File: config.mk
export PLATFORM = sky130hd
export DESIGN_NAME = cascade_stage_scheduler
export DESIGN_NICKNAME = d
export VERILOG_FILES = /design/src/rtl/face_detect_pkg.sv /design/src/rtl/cascade_stage_scheduler_sat_accumulator.sv /design/src/rtl/cascade_stage_scheduler.sv
export SDC_FILE = /design/constraint.sdc
export NUM_CORES = 1
export LEC_CHECK = 0
export CORE_MARGIN = 4
export CORE_UTILIZATION = 57
export CTS_BUF_LIST = sky130_fd_sc_hd__clkbuf_8
export DETAILED_ROUTE_END_ITERATION = 8
export PLACE_DENSITY = 0.89
export REMOVE_ABC_BUFFERS = 1
export SLEW_MARGIN = 10
export SYNTH_ARGS = -nofsm -noshare
export SYNTH_HDL_FRONTEND = slang
export SYNTH_HIERARCHICAL = 1
export SYNTH_SLANG_ARGS = --single-unit
File: constraint.sdc
create_clock -name clk_fpga -period 6.86 [get_ports clk_fpga]
set_input_delay 1.029 -clock clk_fpga [delete_from_list [all_inputs] [get_ports clk_fpga]]
set_output_delay 1.029 -clock clk_fpga [all_outputs]
set_load 0.05 [all_outputs]
File: src/rtl/face_detect_pkg.sv
// Shared types and constants for the Haar cascade scheduler.
// Provides the scheduler FSM encoding, stage identifiers and saturation limits.
// Pure declarations; no logic, no latency, no flow control.
package face_detect_pkg;

  // Scheduler FSM states.
  typedef enum logic [2:0] {
    ST_IDLE   = 3'd0,
    ST_ISSUE  = 3'd1,
    ST_WAIT   = 3'd2,
    ST_CHECK  = 3'd3,
    ST_REPORT = 3'd4
  } sched_state_e;

  // Stage identifiers; STAGE_NONE marks a window that cleared every stage.
  localparam logic [1:0] STAGE_FIRST  = 2'd0;
  localparam logic [1:0] STAGE_SECOND = 2'd1;
  localparam logic [1:0] STAGE_THIRD  = 2'd2;
  localparam logic [1:0] STAGE_NONE   = 2'd3;

  localparam int NUM_STAGES = 3;

  // Default accumulator width and its signed saturation limits.
  localparam int ACC_WIDTH_DEF = 16;
  localparam logic signed [ACC_WIDTH_DEF-1:0] ACC_SAT_MAX = {1'b0, {(ACC_WIDTH_DEF-1){1'b1}}};
  localparam logic signed [ACC_WIDTH_DEF-1:0] ACC_SAT_MIN = {1'b1, {(ACC_WIDTH_DEF-1){1'b0}}};

endpackage

File: src/rtl/cascade_stage_scheduler_sat_accumulator.sv
// Signed saturating accumulator with synchronous clear and add-enable.
// Latency: result visible the cycle after en; clear has priority over en.
// Backpressure: none; the caller decides when to add.
//
// Ports:
//   clk, rst  - clock and synchronous active-high reset
//   clr       - zero the accumulator
//   en        - add addend this cycle
//   addend    - signed value to add
//   acc       - current accumulated value, clamped to the signed range
module sat_accumulator
  import face_detect_pkg::*;
#(
  parameter int ACC_WIDTH = ACC_WIDTH_DEF
) (
  input  logic                        clk,
  input  logic                        rst,
  input  logic                        clr,
  input  logic                        en,
  input  logic signed [ACC_WIDTH-1:0] addend,
  output logic signed [ACC_WIDTH-1:0] acc
);

  localparam logic signed [ACC_WIDTH-1:0] SAT_MAX = {1'b0, {(ACC_WIDTH-1){1'b1}}};
  localparam logic signed [ACC_WIDTH-1:0] SAT_MIN = {1'b1, {(ACC_WIDTH-1){1'b0}}};

  logic [ACC_WIDTH:0]          sum_wide;
  logic signed [ACC_WIDTH-1:0] sum_sat;

  // One guard bit: overflow shows up as the two top bits disagreeing,
  // and the guard bit then tells the direction.
  always_comb begin
    sum_wide = {acc[ACC_WIDTH-1], acc} + {addend[ACC_WIDTH-1], addend};
    sum_sat  = sum_wide[ACC_WIDTH-1:0];
    if (sum_wide[ACC_WIDTH] != sum_wide[ACC_WIDTH-1]) begin
      sum_sat = sum_wide[ACC_WIDTH] ? SAT_MIN : SAT_MAX;
    end
  end

  always_ff @(posedge clk) begin
    if (rst || clr) begin
      acc <= '0;
    end else if (en) begin
      acc <= sum_sat;
    end
  end

endmodule

File: src/rtl/cascade_stage_scheduler.sv
// Sequences the three-stage Haar cascade over one window and reports a verdict.
// Latency: 2 cycles per classifier (1-cycle eval) + 1 per stage check + 1 report.
// Backpressure: window accepted only in IDLE; source holds i_window_valid.
//
// Optional feature macro: CASCADE_EVAL_TIMEOUT_EN (adds TIMEOUT_CYCLES watchdog
// and the o_timeout port).
//
// Ports:
//   clk_fpga, reset_fpga                  - clock, synchronous active-high reset
//   i_window_valid / o_window_ready       - window handshake, i_xcoord/i_ycoord
//   o_stage_sel, o_classifier_index       - classifier address to the datapath
//   o_eval_start / i_eval_done            - evaluation request / result strobe
//   i_eval_score, i_stage_threshold       - signed score and stage threshold
//   o_candidate_valid, o_is_candidate,
//   o_reject_stage, o_xcoord, o_ycoord    - verdict strobe and held verdict
//   o_busy                                - window in progress
//   o_timeout                             - watchdog abort (feature builds only)
module cascade_stage_scheduler
  import face_detect_pkg::*;
#(
  parameter int DATA_WIDTH_12                = 12,
  parameter int ACC_WIDTH                    = 16,
  parameter int NUM_CLASSIFIERS_FIRST_STAGE  = 10,
  parameter int NUM_CLASSIFIERS_SECOND_STAGE = 10,
  parameter int NUM_CLASSIFIERS_THIRD_STAGE  = 10,
  parameter int INDEX_WIDTH                  = 8
`ifdef CASCADE_EVAL_TIMEOUT_EN
  ,
  parameter int TIMEOUT_CYCLES               = 255
`endif
) (
  input  logic                     clk_fpga,
  input  logic                     reset_fpga,
  input  logic                     i_window_valid,
  output logic                     o_window_ready,
  input  logic [DATA_WIDTH_12-1:0] i_xcoord,
  input  logic [DATA_WIDTH_12-1:0] i_ycoord,
  output logic [1:0]               o_stage_sel,
  output logic [INDEX_WIDTH-1:0]   o_classifier_index,
  output logic                     o_eval_start,
  input  logic                     i_eval_done,
  input  logic [ACC_WIDTH-1:0]     i_eval_score,
  input  logic [ACC_WIDTH-1:0]     i_stage_threshold,
  output logic                     o_candidate_valid,
  output logic                     o_is_candidate,
  output logic [1:0]               o_reject_stage,
  output logic [DATA_WIDTH_12-1:0] o_xcoord,
  output logic [DATA_WIDTH_12-1:0] o_ycoord,
  output logic                     o_busy
`ifdef CASCADE_EVAL_TIMEOUT_EN
  ,
  output logic                     o_timeout
`endif
);

  sched_state_e state_q, state_d;

  logic [1:0]               stage_q;
  logic [INDEX_WIDTH-1:0]   idx_q;
  logic [INDEX_WIDTH-1:0]   last_idx;
  logic [DATA_WIDTH_12-1:0] win_x_q, win_y_q;
  logic                     is_cand_q;
  logic [1:0]               reject_q;

  logic signed [ACC_WIDTH-1:0] acc;
  logic                        stage_pass;

  // Control strobes from the FSM to the datapath.
  logic       accept;
  logic       acc_clr;
  logic       acc_en;
  logic       idx_inc;
  logic       stage_adv;
  logic       report_load;
  logic       verdict_d;
  logic [1:0] reject_d;

`ifdef CASCADE_EVAL_TIMEOUT_EN
  localparam int TMO_W = $clog2(TIMEOUT_CYCLES + 1);
  logic [TMO_W-1:0] tmo_cnt_q;
  logic             tmo_hit;
  logic             timeout_d;
  logic             timeout_q;

  assign tmo_hit = (tmo_cnt_q == TMO_W'(TIMEOUT_CYCLES - 1));
`endif

  // Last classifier index of the stage being evaluated.
  always_comb begin
    case (stage_q)
      STAGE_FIRST:  last_idx = INDEX_WIDTH'(NUM_CLASSIFIERS_FIRST_STAGE - 1);
      STAGE_SECOND: last_idx = INDEX_WIDTH'(NUM_CLASSIFIERS_SECOND_STAGE - 1);
      default:      last_idx = INDEX_WIDTH'(NUM_CLASSIFIERS_THIRD_STAGE - 1);
    endcase
  end

  // Threshold comes combinationally from the ROM addressed by o_stage_sel.
  assign stage_pass = (acc >= $signed(i_stage_threshold));

  sat_accumulator #(
    .ACC_WIDTH (ACC_WIDTH)
  ) u_acc (
    .clk    (clk_fpga),
    .rst    (reset_fpga),
    .clr    (acc_clr),
    .en     (acc_en),
    .addend (i_eval_score),
    .acc    (acc)
  );

  always_ff @(posedge clk_fpga) begin
    if (reset_fpga) begin
      state_q <= ST_IDLE;
    end else begin
      state_q <= state_d;
    end
  end

  always_comb begin
    state_d     = state_q;
    accept      = 1'b0;
    acc_clr     = 1'b0;
    acc_en      = 1'b0;
    idx_inc     = 1'b0;
    stage_adv   = 1'b0;
    report_load = 1'b0;
    verdict_d   = 1'b0;
    reject_d    = stage_q;
`ifdef CASCADE_EVAL_TIMEOUT_EN
    timeout_d   = 1'b0;
`endif
    case (state_q)
      ST_IDLE: begin
        if (i_window_valid) begin
          accept  = 1'b1;
          acc_clr = 1'b1;
          state_d = ST_ISSUE;
        end
      end
      ST_ISSUE: begin
        state_d = ST_WAIT;
      end
      ST_WAIT: begin
        // A result arriving on the watchdog's final cycle still counts.
        if (i_eval_done) begin
          acc_en = 1'b1;
          if (idx_q == last_idx) begin
            state_d = ST_CHECK;
          end else begin
            idx_inc = 1'b1;
            state_d = ST_ISSUE;
          end
        end
`ifdef CASCADE_EVAL_TIMEOUT_EN
        else if (tmo_hit) begin
          report_load = 1'b1;
          timeout_d   = 1'b1;
          state_d     = ST_REPORT;
        end
`endif
      end
      ST_CHECK: begin
        if (!stage_pass) begin
          report_load = 1'b1;
          state_d     = ST_REPORT;
        end else if (stage_q == 2'(NUM_STAGES - 1)) begin
          report_load = 1'b1;
          verdict_d   = 1'b1;
          reject_d    = STAGE_NONE;
          state_d     = ST_REPORT;
        end else begin
          stage_adv = 1'b1;
          acc_clr   = 1'b1;
          state_d   = ST_ISSUE;
        end
      end
      ST_REPORT: begin
        state_d = ST_IDLE;
      end
      default: begin
        state_d = ST_IDLE;
      end
    endcase
  end

  // Window working registers: coordinates captured at acceptance, stage and
  // index walk the cascade.
  always_ff @(posedge clk_fpga) begin
    if (reset_fpga) begin
      stage_q <= STAGE_FIRST;
      idx_q   <= '0;
      win_x_q <= '0;
      win_y_q <= '0;
    end else if (accept) begin
      stage_q <= STAGE_FIRST;
      idx_q   <= '0;
      win_x_q <= i_xcoord;
      win_y_q <= i_ycoord;
    end else if (stage_adv) begin
      stage_q <= stage_q + 2'd1;
      idx_q   <= '0;
    end else if (idx_inc) begin
      idx_q <= idx_q + INDEX_WIDTH'(1);
    end
  end

  // Reported verdict and coordinates are a separate copy so a newly accepted
  // window does not disturb what the previous strobe published.
  always_ff @(posedge clk_fpga) begin
    if (reset_fpga) begin
      is_cand_q <= 1'b0;
      reject_q  <= STAGE_NONE;
      o_xcoord  <= '0;
      o_ycoord  <= '0;
    end else if (report_load) begin
      is_cand_q <= verdict_d;
      reject_q  <= reject_d;
      o_xcoord  <= win_x_q;
      o_ycoord  <= win_y_q;
    end
  end

`ifdef CASCADE_EVAL_TIMEOUT_EN
  // Watchdog counts WAIT cycles for the current evaluation only.
  always_ff @(posedge clk_fpga) begin
    if (reset_fpga) begin
      tmo_cnt_q <= '0;
      timeout_q <= 1'b0;
    end else begin
      if (state_q == ST_ISSUE) begin
        tmo_cnt_q <= '0;
      end else if (state_q == ST_WAIT) begin
        tmo_cnt_q <= tmo_cnt_q + TMO_W'(1);
      end
      if (report_load) begin
        timeout_q <= timeout_d;
      end
    end
  end

  assign o_timeout = timeout_q && (state_q == ST_REPORT);
`endif

  assign o_window_ready     = (state_q == ST_IDLE);
  assign o_busy             = (state_q != ST_IDLE);
  assign o_eval_start       = (state_q == ST_ISSUE);
  assign o_candidate_valid  = (state_q == ST_REPORT);
  assign o_stage_sel        = stage_q;
  assign o_classifier_index = idx_q;
  assign o_is_candidate     = is_cand_q;
  assign o_reject_stage     = reject_q;

endmodule

==> results.cfg, run 1 <==
[run_status]
status = finished, final reports clean

[logic_synthesis]
seq_area_frac_synth_pct = 35.2
synthFlopType = dfxtp_1
syn_area_um2 = 4550
synth.ff_latch_count = 80
async_flop_share_pct = 0
synth_warnings = 6
synth_cells = 530
synth_area_per_cell_um2 = 8.58
synth.distinct_cells = 65
synth_edf_count = 0

[global_route]
grt_use_total_pct = 24.1
antenna_found_initial = 0
grt_max_degree = 51
first_global_vias = 4080
grt_pass1_wl_um = 19000
grt_overflow_total = 0

[route]
drc = 0
first_pass_iters = 6
ant_nets = 0
drt-total-wl_um = 11400
wl_per_cell_um = 15.7
via_count = 4100
drt_iter0_markers = 147
vias_per_cell = 5.64

[timing]
fin_tns_setup_ps = 0
rsz0062_at_grt = false
slew_headroom_pct = 32.7
layout_setup_ws_ps = 2990
fmax_ghz = 0.259
hold_ws_ps = 451
fin_crit_sh_pct = 56.4
fin_worst_skew_ps = 11.8
fin_crit_ps = 3870
worst_pin_slew_ps = 1010
hold_violations = 0
setup_violations = 0
slew_violations = 0

[clock_tree]
postCtsSetupRepairBufs = 0
cts_max_path_buffers = 2
cts_sinks = 80
cts_resized = 0
htreeDepth = 3
cts-root-buf = clkbuf_8
cts_tree = yes
path_clk_slew_ps = 90
clk_latency_ps = 350
cts_made_buffers = 9
postCtsHoldBufs = 0

[worst_hold_path]
whs_path_depth = 2
hold_path.class = reg -> reg

[setup_path]
path_max_fanout = 9
required_ps = 7090
rr_worst_depth = 11
cp_slowest_cell = clkdlybuf4s50_1
crit_path_cell_trace = clkdlybuf4s50_1 -> inv_1 -> ha_1 -> nand4_2 -> or3_4 -> a31o_4 -> a31oi_1 -> nand2b_1 -> nand2_1 -> nor2_1 -> and2_1 -> and3_1 -> a311o_1
endpoint_kind = flip-flop
arrival_ps = 4100
start_kind = input pin
cpPeakStageDelay_ps = 490
critPathKind = in -> reg

[placed_design]
port-buffer-count = 100
place_ws_ps = 2670
hpwl_um = 8750
place_congestion = 0.934

[finish]
final_cell_mix = nand2_1 (124), clkdlybuf4s50_1 (100), dfxtp_1 (80), a21oi_1 (42), ha_1 (36)
final_common_cell = nand2_1
area.growth.synth_to_final_pct = 26.0
antenna_cells = 0
drive_gt1_share_pct = 8.48
fill_cells = 560
nNetsFinal = 717

[power]
leakage_uw = 0.00237
powerDensity_nw_per_um2 = 173
peakVddDrop_mv = 0.112

[flow_run]
cap_viol_max_count = 0

[floorplanning]
num_io_pins = 101
core_um2 = 7730
dieArea_um2 = 9470
row_count = 32
die_x_um = 97.3
start_util_pct = 58.9
die_h_um = 97.3
==> stage by stage <==
step | cells | power, µW | area, µm² | util, %
after floorplan | 506 | 605 | 4400 | -
after detailed placement | 711 | 681 | 5550 | 71.8
final | 727 | 991 | 5730 | 74.2
after global routing | 727 | 1040 | 5730 | 74.2
after CTS | 727 | 993 | 5730 | 74.2
after global placement | 711 | 676 | 5550 | 71.8
==> power breakdown <==
part           switching (µW)  total, µW  internal, µW
registers                11.8        491           480
clock network             184        318           134
logic                     103        181          78.2
total                     299        991           692
==> Yosys cell counts, types with 2 or more instances <==
library cell / n / area, µm²
dfxtp_1: 80 / 1600
ha_1: 36 / 450
a211oi_2: 3 / 37.5
nor2b_1: 3 / 18.8
inv_1: 25 / 93.8
a21oi_2: 3 / 26.3
o211ai_1: 4 / 30.0
a2111oi_0: 2 / 17.5
nand3_1: 13 / 65.1
nor2_1: 23 / 86.3
xnor2_1: 9 / 78.8
a21oi_1: 42 / 210
o21ai_0: 5 / 25.0
nor2_2: 7 / 43.8
buf_6: 3 / 33.8
a311o_1: 2 / 20.0
buf_8: 2 / 30.0
a21o_1: 5 / 37.5
mux2_2: 2 / 22.5
clkbuf_1: 13 / 48.8
and3_1: 3 / 18.8
mux2i_1: 27 / 270
nand2_1: 124 / 465
o21ai_2: 4 / 35.0
nor3_2: 2 / 20.0
buf_2: 4 / 20.0
nand4_1: 9 / 56.3
a221o_1: 7 / 70.1
o21a_1: 3 / 22.5
nand2b_1: 6 / 37.5
and2_1: 6 / 37.5
a211oi_1: 4 / 30.0
buf_4: 2 / 15.0
nor3_1: 6 / 30.0
nor3b_1: 2 / 15.0
xor2_1: 10 / 87.6
==> final timing paths <==
kind                   endpoint  slack, ps             startpoint
setup / recovery  u_acc/acc[11]       2990  i_stage_threshold[15]
hold / removal      o_ycoord[4]        450             win_y_q[4]
setup reg to reg  u_acc/acc[11]       3850          u_acc/acc[15]
hold reg to reg     o_ycoord[4]        450             win_y_q[4]
==> sequential cells by signal (all words and copies together), names as in the netlist <==
| signal | cells |
|---|---|
| o_ycoord | 12 |
| o_reject_stage | 2 |
| u_acc/acc | 16 |
| state_q | 3 |
| win_y_q | 12 |
| o_is_candidate | 1 |
| o_xcoord | 12 |
| o_classifier_index | 8 |
| win_x_q | 12 |
| o_stage_sel | 2 |
==> layout make-up <==
| class | count | area [µm²] | area share (%) |
|---|---|---|---|
| clock buffers | 9 | 124 | 2.16 |
| clock inverters | 7 | 55.1 | 0.961 |
| inverters | 26 | 97.6 | 1.70 |
| multi-input cells | 400 | 2700 | 47.1 |
| flip-flops and latches | 80 | 1600 | 27.9 |
| well taps | 102 | 128 | 2.23 |
| repair buffers | 103 | 1020 | 17.9 |
==> worst max-delay path: cells and delay by family <==
kind | cells | cell delay, ps
and+or+nand+nor | 7 | 1460
AOI/OAI and AO/OA | 3 | 750
adders and majority gates | 1 | 320
buffers and inverters | 2 | 540
==> kinds of logic after synthesis <==
group | count (synthesis) | share of synthesized area, %
AO/OA/AOI/OAI | 100 | 16.7
XOR/XNOR | 20 | 4.02
adder cells (fa/ha/maj) | 37 | 10.3
buffers and inverters | 50 | 5.39
flip-flops | 80 | 35.2
multiplexers | 29 | 6.44
AND/OR/NAND/NOR | 214 | 21.9
==> metal layers <==
| layer | track usage [%] | up-vias | part of all wire, % |
|---|---|---|---|
| met3 | 4.88 | 27 | 6.1 |
| met2 | 42.5 | 145 | 50 |
| met5 | 0 | - | 0 |
| met1 | 28.3 | 1906 | 41 |
| li1 | - | 2022 | - |
| met4 | 10.3 | 0 | 3.1 |
(Power assumes the default switching activity.)
==> inputs of run 2 (changes only) <==
--- a/config.mk
+++ b/config.mk
@@ -6,10 +6,10 @@
 export NUM_CORES = 1
 export LEC_CHECK = 0
 export CORE_MARGIN = 4
-export CORE_UTILIZATION = 57
+export CORE_UTILIZATION = 47
 export CTS_BUF_LIST = sky130_fd_sc_hd__clkbuf_8
 export DETAILED_ROUTE_END_ITERATION = 8
-export PLACE_DENSITY = 0.89
+export PLACE_DENSITY = 0.78
 export REMOVE_ABC_BUFFERS = 1
 export SLEW_MARGIN = 10
 export SYNTH_ARGS = -nofsm -noshare
==> constraint.sdc (replaced) <==
create_clock -name clk_fpga -period 3.2 [get_ports clk_fpga]
set_input_delay 0.48 -clock clk_fpga [delete_from_list [all_inputs] [get_ports clk_fpga]]
set_output_delay 0.48 -clock clk_fpga [all_outputs]
set_load 0.05 [all_outputs]
==> results.cfg, run 2 (synthesized netlist as in run 1, its figures left out) <==
[setup_path]
arrival_ps = 3330
required_ps = 3440
critPathKind = in -> reg
rr_worst_depth = 13
start_kind = input pin
endpoint_kind = flip-flop
path_max_fanout = 8

[finish]
fill_cells = 779
nNetsFinal = 741
area.growth.synth_to_final_pct = 33.0
antenna_cells = 0
largest_reg_flops = 16
final_common_cell = nand2_1
drive_gt1_share_pct = 12.8
regMostFlops = u_acc/acc
layout.cells.non_filler = 778
final_cell_mix = nand2_1 (123), clkdlybuf4s50_1 (100), dfxtp_1 (80), a21oi_1 (42), ha_1 (35)

[route]
drc = 0
first_pass_iters = 4
drt_iter0_markers = 178
wl_per_cell_um = 15.3
ant_nets = 0
via_count = 4213
drt-total-wl_um = 11900
vias_per_cell = 5.42

[floorplanning]
die_x_um = 106
die_h_um = 106
start_util_pct = 48.8
num_io_pins = 101
row_count = 35
core_um2 = 9330
dieArea_um2 = 11300

[worst_hold_path]
hold_path.class = reg -> reg
whs_path_depth = 2

[power]
leakage_uw = 0.00251
power_uw = 2260
peakVddDrop_mv = 0.235
powerDensity_nw_per_um2 = 374

[placed_design]
place_congestion = 0.983
dp.cells = 762
port-buffer-count = 100
hpwl_um = 9220

[timing]
worst_pin_slew_ps = 638
fmax_ghz = 0.323
slew_headroom_pct = 57.2
fin_tns_setup_ps = 0
fin_crit_sh_pct = 96.6
slew_violations = 0
fin_worst_skew_ps = 12.0
setup_violations = 0
fin_crit_ps = 3090
hold_violations = 0

[clock_tree]
cts-root-buf = clkbuf_8
cts_max_path_buffers = 2
path_clk_slew_ps = 90
htreeDepth = 3
cts_resized = 0
cts_sinks = 80
postCtsSetupRepairBufs = 0
clk_latency_ps = 350
postCtsHoldBufs = 0
cts_tree = yes
cts_made_buffers = 9

[flow_run]
cap_viol_max_count = 0

[global_route]
grt_max_degree = 31
grt_overflow_total = 0
grt_pass1_wl_um = 19300
antenna_found_initial = 0
first_global_vias = 4207
grt_use_total_pct = 20.9

[run_status]
status = finished, final reports clean
run 2: power by group:
group	switching [µW]	internal (µW)	total (µW)
Sequential	24.8	1030	1050
Clock	393	394	787
Combinational	229	191	420
run 2: metal layers:
layer	wire (µm)	share of wire, %	vias up	GRT usage [%]
li1	-	-	2071	-
met1	5110	43	1951	25.4
met2	5750	48	154	35.4
met3	646	5.4	37	4.19
met4	370	3.1	0	9.62
met5	0	0	-	0
run 2: critical path, stage by stage:
cell and delay, ps:
clkdlybuf4s50_1 490, inv_1 50, ha_1 310, nand4_2 150, or3_4 420, a31o_4 230, a31oi_4 170, nand2b_1 90
nand2_1 110, buf_4 120, nor2_1 50, and2_1 190, buf_4 170, a32oi_1 210, nand3_1 100
run 2: path summary, 6_finish.rpt:
path / start / slack (ps) / to
setup / recovery: i_stage_threshold[14] / 110 / u_acc/acc[0]
hold / removal: win_x_q[2] / 450 / o_xcoord[2]
setup reg to reg: u_acc/acc[13] / 400 / u_acc/acc[0]
hold reg to reg: win_x_q[2] / 450 / o_xcoord[2]
run 2: final cells by class:
class	instances	area (µm²)	share of cell area, %
Tap cell	129	161	2.67
Clock inverter	6	75.1	1.24
Timing Repair Buffer	127	1230	20.3
Clock buffer	10	138	2.28
Multi-Input combinational cell	400	2750	45.4
Inverter	26	97.6	1.61
Sequential cell	80	1600	26.5
run 2: stage by stage:
| stage | setup slack [ps] | hold WS [ps] | area [µm²] | util (%) |
|---|---|---|---|---|
| 6_report | 108 | 454 | 6050 | 64.8 |
| 2_1_floorplan | -253 | 431 | 4400 | - |
| 3_3_place_gp | -214 | 438 | 5790 | 62.1 |
| 3_5_place_dp | -331 | 445 | 5790 | 62.1 |
| 5_1_grt | -10.3 | 467 | 6050 | 64.8 |
| 4_1_cts | 12.9 | 452 | 6000 | 64.4 |
